`config.mk`:
```
export PLATFORM = sky130hd
export DESIGN_NAME = sh2_load_wb_ctrl
export DESIGN_NICKNAME = d
export VERILOG_FILES = /design/src/rtl/sh2_load_wb_ctrl.sv
export SDC_FILE = /design/constraint.sdc
export NUM_CORES = 1
export LEC_CHECK = 0
export CAP_MARGIN = 20
export CORE_UTILIZATION = 45
export CTS_CLUSTER_DIAMETER = 150
export DETAILED_ROUTE_END_ITERATION = 10
export PLACE_DENSITY = 0.79
export SYNTH_ARGS = -nofsm -noshare
export SYNTH_HDL_FRONTEND = slang
export SYNTH_SLANG_ARGS = --single-unit
```
`constraint.sdc`:
```
create_clock -name CLK -period 2.6 [get_ports CLK]
set_input_delay 0.39 -clock CLK [delete_from_list [all_inputs] [get_ports CLK]]
set_output_delay 0.39 -clock CLK [all_outputs]
set_load 0.01 [all_outputs]
```
`src/rtl/sh2_load_wb_ctrl.sv`:
```
// ---------------------------------------------------------------------------
// sh2_load_wb_ctrl
//
// Load-return writeback controller for the SH2 register file late write port.
// Each issued load queues its destination and format. The big-endian bus
// data that comes back is lane-selected, extended and parked in a HOLD
// register that drives WB_ADDR/WB_D/WBE. Decode reads that hit a pending
// destination raise a load-use interlock.
//
// Optional feature: define SH2_LDWB_FWD_EN to forward HOLD/LAT data to the
// decode read ports instead of stalling. When it is undefined, FWD_* are
// tied to 0 and every match stalls.
//
// Ports
//   CLK, RST_N           clock, asynchronous active-low reset
//   CE                   pipeline advance; the regfile latches WB port when 1
//   LD_ISSUE/LD_DST/LD_SIZE/LD_SIGNED/LD_ALO  load issue (qualified by CE)
//   LD_FULL              queue full
//   OVF_ERR              sticky: issue dropped while full, or ack when empty
//   BUS_ACK/BUS_DI       returning load data, in issue order
//   BUS_RDY              controller can take BUS_ACK this cycle
//   RDA_*/RDB_*          decode read addresses and use flags
//   HAZ_STALL            load-use interlock (combinational)
//   FWD_A_*/FWD_B_*      forwarded data per read port
//   WB_ADDR/WB_D/WBE     regfile late write port
// ---------------------------------------------------------------------------
module sh2_load_wb_ctrl #(
  parameter int DEPTH = 2
) (
  input  logic        CLK,
  input  logic        RST_N,
  input  logic        CE,
  input  logic        LD_ISSUE,
  input  logic [4:0]  LD_DST,
  input  logic [1:0]  LD_SIZE,
  input  logic        LD_SIGNED,
  input  logic [1:0]  LD_ALO,
  output logic        LD_FULL,
  output logic        OVF_ERR,
  input  logic        BUS_ACK,
  input  logic [31:0] BUS_DI,
  output logic        BUS_RDY,
  input  logic [4:0]  RDA_ADDR,
  input  logic        RDA_USE,
  input  logic [4:0]  RDB_ADDR,
  input  logic        RDB_USE,
  output logic        HAZ_STALL,
  output logic        FWD_A_V,
  output logic [31:0] FWD_A_D,
  output logic        FWD_B_V,
  output logic [31:0] FWD_B_D,
  output logic [4:0]  WB_ADDR,
  output logic [31:0] WB_D,
  output logic        WBE
);

  localparam int AW = (DEPTH > 2) ? $clog2(DEPTH) : 1;
  localparam logic [AW-1:0] PTR_ONE = {{(AW-1){1'b0}}, 1'b1};

  // Lane select and extension of raw big-endian bus data.
  function automatic logic [31:0] fmt_load(input logic [31:0] di,
                                           input logic [1:0]  size,
                                           input logic        sgn,
                                           input logic [1:0]  alo);
    logic [7:0]  b;
    logic [15:0] h;
    logic [31:0] res;
    case (alo)
      2'd0:    b = di[31:24];
      2'd1:    b = di[23:16];
      2'd2:    b = di[15:8];
      default: b = di[7:0];
    endcase
    h = alo[1] ? di[15:0] : di[31:16];
    case (size)
      2'b00:   res = {{24{sgn & b[7]}}, b};
      2'b01:   res = {{16{sgn & h[15]}}, h};
      default: res = di;
    endcase
    return res;
  endfunction

  // Queue storage; a per-entry valid bit makes full/empty and the hazard
  // scan independent of pointer arithmetic.
  logic [DEPTH-1:0] r_q_v;
  logic [4:0]       r_q_dst  [DEPTH];
  logic [1:0]       r_q_size [DEPTH];
  logic             r_q_sgn  [DEPTH];
  logic [1:0]       r_q_alo  [DEPTH];
  logic [AW-1:0]    r_wr_ptr;
  logic [AW-1:0]    r_rd_ptr;
  logic             r_ovf;

  logic             r_hold_v;
  logic [4:0]       r_hold_dst;
  logic [31:0]      r_hold_data;
  logic             r_lat_v;
  logic [4:0]       r_lat_dst;
`ifdef SH2_LDWB_FWD_EN
  logic [31:0]      r_lat_data;
`endif

  logic w_full;
  logic w_empty;
  logic w_bus_rdy;
  logic w_pop;
  logic w_push;
  logic w_drop;
  logic w_ack_empty;

  assign w_full      = &r_q_v;
  assign w_empty     = ~|r_q_v;
  assign w_bus_rdy   = ~r_hold_v | CE;
  assign w_pop       = BUS_ACK & w_bus_rdy & ~w_empty;
  assign w_ack_empty = BUS_ACK & w_bus_rdy & w_empty;
  // A full queue still accepts an issue when the head leaves this cycle.
  assign w_push      = CE & LD_ISSUE & (~w_full | w_pop);
  assign w_drop      = CE & LD_ISSUE & w_full & ~w_pop;

  // Queue entries and pointers. When full and popping, push targets the
  // slot being vacated, so the push assignment must come last.
  always_ff @(posedge CLK or negedge RST_N) begin
    if (!RST_N) begin
      r_q_v    <= {DEPTH{1'b0}};
      r_wr_ptr <= {AW{1'b0}};
      r_rd_ptr <= {AW{1'b0}};
      for (int i = 0; i < DEPTH; i++) begin
        r_q_dst[i]  <= 5'd0;
        r_q_size[i] <= 2'd0;
        r_q_sgn[i]  <= 1'b0;
        r_q_alo[i]  <= 2'd0;
      end
    end else begin
      if (w_pop) begin
        r_q_v[r_rd_ptr] <= 1'b0;
        r_rd_ptr        <= r_rd_ptr + PTR_ONE;
      end
      if (w_push) begin
        r_q_v[r_wr_ptr]    <= 1'b1;
        r_q_dst[r_wr_ptr]  <= LD_DST;
        r_q_size[r_wr_ptr] <= LD_SIZE;
        r_q_sgn[r_wr_ptr]  <= LD_SIGNED;
        r_q_alo[r_wr_ptr]  <= LD_ALO;
        r_wr_ptr           <= r_wr_ptr + PTR_ONE;
      end
    end
  end

  // Sticky overflow flag.
  always_ff @(posedge CLK or negedge RST_N) begin
    if (!RST_N) begin
      r_ovf <= 1'b0;
    end else begin
      r_ovf <= r_ovf | w_drop | w_ack_empty;
    end
  end

  // HOLD: loaded on pop, otherwise cleared once the regfile has latched it
  // on a CE cycle. A pop during a drain simply overwrites it (no bubble).
  always_ff @(posedge CLK or negedge RST_N) begin
    if (!RST_N) begin
      r_hold_v    <= 1'b0;
      r_hold_dst  <= 5'd0;
      r_hold_data <= 32'd0;
    end else if (w_pop) begin
      r_hold_v    <= 1'b1;
      r_hold_dst  <= r_q_dst[r_rd_ptr];
      r_hold_data <= fmt_load(BUS_DI, r_q_size[r_rd_ptr], r_q_sgn[r_rd_ptr],
                              r_q_alo[r_rd_ptr]);
    end else if (CE) begin
      r_hold_v    <= 1'b0;
    end
  end

  // LAT: remembers the entry drained on the last CE cycle, covering the
  // cycle between regfile latch and the RAM write actually landing.
  always_ff @(posedge CLK or negedge RST_N) begin
    if (!RST_N) begin
      r_lat_v    <= 1'b0;
      r_lat_dst  <= 5'd0;
`ifdef SH2_LDWB_FWD_EN
      r_lat_data <= 32'd0;
`endif
    end else if (CE) begin
      r_lat_v    <= r_hold_v;
      r_lat_dst  <= r_hold_dst;
`ifdef SH2_LDWB_FWD_EN
      r_lat_data <= r_hold_data;
`endif
    end
  end

  // Per-port match against queue, HOLD and LAT.
  logic w_qm_a, w_qm_b;
  logic w_hm_a, w_hm_b;
  logic w_lm_a, w_lm_b;

  // Scan every valid queue entry for a destination match.
  always_comb begin
    w_qm_a = 1'b0;
    w_qm_b = 1'b0;
    for (int i = 0; i < DEPTH; i++) begin
      w_qm_a = w_qm_a | (r_q_v[i] & (r_q_dst[i] == RDA_ADDR));
      w_qm_b = w_qm_b | (r_q_v[i] & (r_q_dst[i] == RDB_ADDR));
    end
  end

  assign w_hm_a = r_hold_v & (r_hold_dst == RDA_ADDR);
  assign w_hm_b = r_hold_v & (r_hold_dst == RDB_ADDR);
  assign w_lm_a = r_lat_v & (r_lat_dst == RDA_ADDR);
  assign w_lm_b = r_lat_v & (r_lat_dst == RDB_ADDR);

`ifdef SH2_LDWB_FWD_EN
  logic w_fwd_a_v, w_fwd_b_v;
  // Queue matches have no data yet and must stall; HOLD is newer than LAT
  // so it wins when both match.
  assign w_fwd_a_v = RDA_USE & ~w_qm_a & (w_hm_a | w_lm_a);
  assign w_fwd_b_v = RDB_USE & ~w_qm_b & (w_hm_b | w_lm_b);
  assign HAZ_STALL = (RDA_USE & w_qm_a) | (RDB_USE & w_qm_b);
  assign FWD_A_V   = w_fwd_a_v;
  assign FWD_B_V   = w_fwd_b_v;
  assign FWD_A_D   = ~w_fwd_a_v ? 32'd0 : (w_hm_a ? r_hold_data : r_lat_data);
  assign FWD_B_D   = ~w_fwd_b_v ? 32'd0 : (w_hm_b ? r_hold_data : r_lat_data);
`else
  assign HAZ_STALL = (RDA_USE & (w_qm_a | w_hm_a | w_lm_a)) |
                     (RDB_USE & (w_qm_b | w_hm_b | w_lm_b));
  assign FWD_A_V   = 1'b0;
  assign FWD_B_V   = 1'b0;
  assign FWD_A_D   = 32'd0;
  assign FWD_B_D   = 32'd0;
`endif

  assign LD_FULL = w_full;
  assign OVF_ERR = r_ovf;
  assign BUS_RDY = w_bus_rdy;
  assign WBE     = r_hold_v;
  assign WB_ADDR = r_hold_dst;
  assign WB_D    = r_hold_data;

endmodule

```
# Word-level counts from Yosys, hierarchy flattened
# Index checks and enable logic that the tools add are counted.
word_totals:
  regBits: 69
  output_inout_bits: 108
  word_cells: 118
classes:
  n_addsub: 2
  order_cmp: 7
  eq_ne: 11
  muxes: 34
  bitwise_logic: 38
  reduce_logical: 9
ops:
  columns: ["operator", "n"]
  rows:
  - ["$pmux W32 S2", 1]
  - ["$eq A5 B5 Y1", 8]
  - ["$pmux W8 S3", 1]
  - ["$mux W5", 4]
  - ["$and A1 B1 Y1", 19]
  - ["$mux W2", 9]
  - ["$mux W16", 1]
  - ["$or A1 B1 Y1", 11]
  - ["$bwmux W10", 1]
  - ["$bwmux W4", 2]
  - ["$mux W1", 8]
  - ["$mux W8", 1]
  - ["$demux W5 S1", 1]
  - ["$eq A2 B1 Y1 const B", 2]
  - ["$ge A2 B2 Y1 const B", 2]
  - ["$logic_not A2 Y1", 2]
  - ["$lt A1 B2 Y1 const B", 2]
  - ["$not A1 Y2", 2]
  - ["$demux W1 S1", 3]
  - ["$logic_and A1 B1 Y1", 3]
  - ["$not A1 Y1", 3]
  - ["$add A1 B1 Y1 const B", 2]
  - ["$and A2 B2 Y2", 1]
  - ["$bwmux W2", 1]
  - ["10 further kinds", 11]

# Logic depth before layout (Yosys ltp)
logic_depth:
  ltp_word: 9
  depth_mapped: 8
  depth_no_buf: 5

# Worst setup path after synthesis
# No wires, ideal clock.
synth_path:
  path_kind: "reg-to-reg"
  startpoint: "register r_rd_ptr"
  endpoint: "register r_hold_data[21] (netlist: WB_D[21])"
  t_arrival_ns: 1.768
  required_time_ns: 2.474
  setup_slack_ns: 0.707
  stages_incl_launch_ff: 8
  path_buffers: 2
  cell_sequence: "dfrtp_1 > buf_6 > mux2i_4 > mux2i_1 > o32a_1 > a2bb2oi_2 > buf_8 > a21oi_4"
synth_via:
  elab_chain_len: 9
  word_cells_on_any_way: 21
synth_rtl:
  columns: ["item", "line", "rtl"]
  rows:
  - ["start: declaration", "91", "logic [AW-1:0] r_rd_ptr;"]
  - ["start signal: assignment", "126", "r_rd_ptr <= {AW{1'b0}};"]
  - ["start signal: assignment", "136", "r_rd_ptr <= r_rd_ptr + PTR_ONE;"]
  - ["$not A1 Y2 (not written as such) (*)", "168, 169", null]
  - ["$mux W2 (not written as such) (3 in a row)", "169", "r_q_alo[r_rd_ptr]);"]
  - ["$eq A2 B2 Y1, or another cell as far along", "68", "case (alo)"]
  - ["$pmux W8 S3", "68", null]
  - ["$mux W8", "165", "end else if (w_pop) begin"]
  - ["$and A1 B1 Y1", "76", "2'b00: res = {{24{sgn & b[7]}}, b};"]
  - ["$pmux W32 S2 (*)", "75", "case (size)"]
  - ["end signal: assignment", "168", "r_hold_data <= fmt_load(BUS_DI, r_q_size[r_rd_ptr], r_q_sgn[r_rd_ptr],"]
  - ["end: declaration", "96", "logic [31:0] r_hold_data;"]
# Mark *: on every way between the ends. The rest lies on a longest branch, timed or not. The select of a mux whose other input is x is not followed.
# A chain may end at the register's enable or synchronous reset.

# Worst setup path after layout
layout_path:
  startpoint: "input RDA_ADDR[1]"
  endpoint: "output HAZ_STALL"
layout_via:
  elab_chain_len: 7
  word_cells_on_any_way: 13
layout_rtl:
  columns: ["item", "line", "rtl"]
  rows:
  - ["start: declaration", "43", "input logic [4:0] RDA_ADDR,"]
  - ["$eq A5 B5 Y1", "203", "w_qm_a = w_qm_a | (r_q_v[i] & (r_q_dst[i] == RDA_ADDR));"]
  - ["$and A1 B1 Y1", "203", null]
  - ["$or A1 B1 Y1", "203", null]
  - ["$or A1 B1 Y1", "225", "assign HAZ_STALL = (RDA_USE & (w_qm_a | w_hm_a | w_lm_a)) |"]
  - ["$or A1 B1 Y1 (*)", "225", null]
  - ["$and A1 B1 Y1 (*)", "225", null]
  - ["$or A1 B1 Y1 (*)", "225", null]
  - ["end: declaration", "47", "output logic HAZ_STALL,"]
# Mark *: on every way between the ends. The rest lies on a longest branch, timed or not.

==> results by group <==
Status
  • Outcome: completed

Layout
  • Fillers: 795
  • Proportion of layout cells with a drive suffix above 1: 14.8%
  • # nets final: 614
  • Most common cell after layout, fill and taps aside: clkdlybuf4s50_1
  • Post-route cell area: 5630 sq um
  • Post-route insts no fill: 689
  • Area Overhead vs Synth: 28.4%
  • Diode count: 0
  • Most frequent cells in the layout: 91 x clkdlybuf4s50_1, 69 x dfrtp_1, 66 x conb_1, 37 x nor2_1, 33 x xor2_1

Die
  • Core ar.: 9330 sq um
  • Die footprint: 10100 sq um
  • # IOs: 167
  • Initial Utilization: 47.0%
  • Die Height: 101 um
  • Num rows: 35
  • Die Wd: 101 um

Worst setup path
  • Max FO, Critical Path: 3
  • Crit end category: primary output
  • CP required: 2.21 ns
  • Depth of the most critical reg-to-reg path: 7
  • Kind of critical path: in -> out
  • Crit start category: input pin
  • Crit path DAT: 1.99 ns

Placement
  • Port bufs: 100
  • Placed Cells: 673
  • Placer Congestion: 0.884
  • HPWL after detailed placement: 8360 um
  • DP Area: 5390 sq um

Timing
  • Rel. slew slack: 51.9%
  • Worst-Margin Slew: 0.722 ns
  • Final worst-path cycle share: 91.7%
  • RSZ-0062 raised after global routing: false
  • Hold Vio Cnt, Final: 0
  • Setup TNS: 0 ns
  • Skew final: 0.00651 ns
  • Max Freq: 420 MHz
  • Min Clock Period, post-route: 2.38 ns
  • Max-slew violation count: 0
  • # setup viols final: 0

Power and ir drop
  • Maximum vdd drop: 0.859 mV
  • Clock power share: 15.1%
  • Net Switching: 2.84 mW
  • Power Internal: 4.08 mW
  • Overall Power: 6.91 mW
  • Pwr/cell area: 1230 nW/um^2
  • Sw Share: 41.0%
  • Combinational power share: 52.7%
  • Leakage: 2.44 nW
  • Sequential share of power: 32.1%

Logic synthesis
  • Syn. warnings: 0
  • Synth async-reset ratio: 100%
  • Synth Cell Area: 4380 sq um
  • #FFs+latches synth: 69
  • Mean Syn Cell Area: 9.91 sq um
  • Netlist cell types: 51
  • Sequential-to-total area share from yosys stat: 39.4%
  • Top_reg_cell synth: dfrtp_1
  • EDFF count, synth: 0
  • Syn Inst Count: 442

CTS
  • Number of clock sinks: 69
  • CTS HTree Levels: 3
  • CTS clk-pin slew, worst paths: 0.07 ns
  • CTS Buf Count: 9
  • Worst-Skew Late Latency: 0.35 ns
  • Max Buffers Root-to-Sink: 2
  • CTS root buf: clkbuf_8
  • Postcts setup bufs: 0
  • CTS tree: done

Routing
  • Antenna-violating nets left: 0
  • TritonRoute pass-1 iters: 4
  • DRC: 0
  • Drt initial violations: 185
  • Wire length per cell after detailed routing: 15.9 um
  • Vias post-DR: 3544
  • Vias/cell: 5.14
  • Total wire length: 11000 um

Global route
  • GR Overflow Total: 0
  • First-pass GRT wire length: 17300 um
  • GRT Total Usage: 22.2%
  • Largest net degree at the start of global routing: 40
  • Initial antenna violation count: 0
  • Vias in the first global route: 3519

Flow run
  • Max cap viols: 0

Hold path
  • Min-Delay Path Class: in -> async
## worst paths after layout
kind / slack, ns / endpoint / start
max: 0.22 / HAZ_STALL / RDA_ADDR[1]
min: 0.1 / WB_D[7] / RST_N
max reg2reg: 0.32 / WB_D[26] / r_rd_ptr
min reg2reg: 0.49 / OVF_ERR / OVF_ERR
max in group asynchronous: 1.86 / r_q_dst[2] / RST_N
min in group CLK: 0.49 / OVF_ERR / OVF_ERR
## cell families after synthesis
family,share of synthesized area [%]
AOI/OAI and AO/OA,16.6
buffers and inverters,14.3
other,0.0856
muxes,10.2
DFF,39.4
xor gates and xnor gates,8.40
and+or+nand+nor,10.9
## timing repair
item                                    in CTS  in global routing
hold buffers                                 0                  0
pin swaps                                    1                  0
endpoints found under the setup margin       1                  4
resized for setup                            8                  1
## critical path: stages
cell             delay [ns]
clkdlybuf4s50_1        0.49
buf_4                  0.14
xor2_1                 0.17
nor4_1                 0.06
nand3_1                0.09
nand4_1                0.11
a22o_1                 0.25
dlygate4sd2_1          0.28
## synthesized netlist by cell type (all sizes together), types with 2 or more instances
| cell type | n | area share (%) |
|---|---|---|
| buf | 80 | 13 |
| dfrtp | 69 | 39 |
| a21oi | 42 | 7.4 |
| nor2 | 38 | 3.3 |
| xor2 | 33 | 6.6 |
| mux2 | 27 | 6.9 |
| nand2 | 22 | 1.9 |
| o21ai | 17 | 2.0 |
| mux2i | 13 | 3.3 |
| a221oi | 12 | 2.4 |
| nand3 | 10 | 1.1 |
| nor4 | 9 | 1.3 |
| xnor2 | 9 | 1.8 |
| clkbuf | 8 | 0.69 |
| a31oi | 7 | 1.1 |
| inv | 4 | 0.34 |
| nand2b | 4 | 0.57 |
| nor3 | 4 | 0.46 |
| a2bb2oi | 3 | 0.74 |
| and2 | 3 | 0.43 |
| nand3b | 3 | 0.51 |
| a21o | 2 | 0.34 |
| a22oi | 2 | 0.34 |
| nand4 | 2 | 0.29 |
| nor2b | 2 | 0.29 |
| o21a | 2 | 0.34 |
| o32a | 2 | 0.46 |
| or2 | 2 | 0.29 |
## layer usage
| layer | track usage (%) | vias to the layer above | part of all wire, % |
|---|---|---|---|
| li1 | - | 1638 | - |
| met1 | 28.3 | 1702 | 42 |
| met2 | 37.4 | 183 | 48 |
| met3 | 4.51 | 21 | 7.6 |
| met4 | 7.80 | 0 | 1.9 |
| met5 | 0 | - | 0 |
## stage by stage
step,utilization [%],setup WS [ns],hold WS [ns]
after global placement,57.7,-0.135,0.467
after global routing,60.3,0.0871,0.159
after CTS,60.2,0.0602,0.119
after floorplan,-,0.707,0.0944
final,60.3,0.217,0.0956
after detailed placement,57.7,-0.102,0.482
## sequential cells by signal, indices dropped and copies added (netlist names), 2 cells and up
name       cells
r_q_size       4
r_q_alo        4
r_lat_dst      5
r_q_v          2
WB_ADDR        5
r_q_dst       10
WB_D          32
r_q_sgn        2
## power by group through the flow
| stage | Combinational [mW] | Sequential (mW) | Clock, mW |
|---|---|---|---|
| 2_1_floorplan | 2.33 | 2.15 | 0 |
| 3_3_place_gp | 3.51 | 2.20 | 0 |
| 3_5_place_dp | 3.59 | 2.21 | 0 |
| 4_1_cts | 3.61 | 2.21 | 1.07 |
| 5_1_grt | 3.97 | 2.29 | 1.11 |
| 6_report | 3.65 | 2.22 | 1.05 |
## final cells by class
cell class | instances | area (sq um) | area share (%)
Multi-Input combinational cell | 346 | 2280 | 40.6
Sequential cell | 69 | 1730 | 30.7
Timing Repair Buffer | 125 | 1200 | 21.3
Tap cell | 129 | 161 | 2.87
Clock buffer | 10 | 128 | 2.27
Clock inverter | 6 | 111 | 1.98
Inverter | 4 | 15.0 | 0.267
Power figures use the tool's default switching activity.
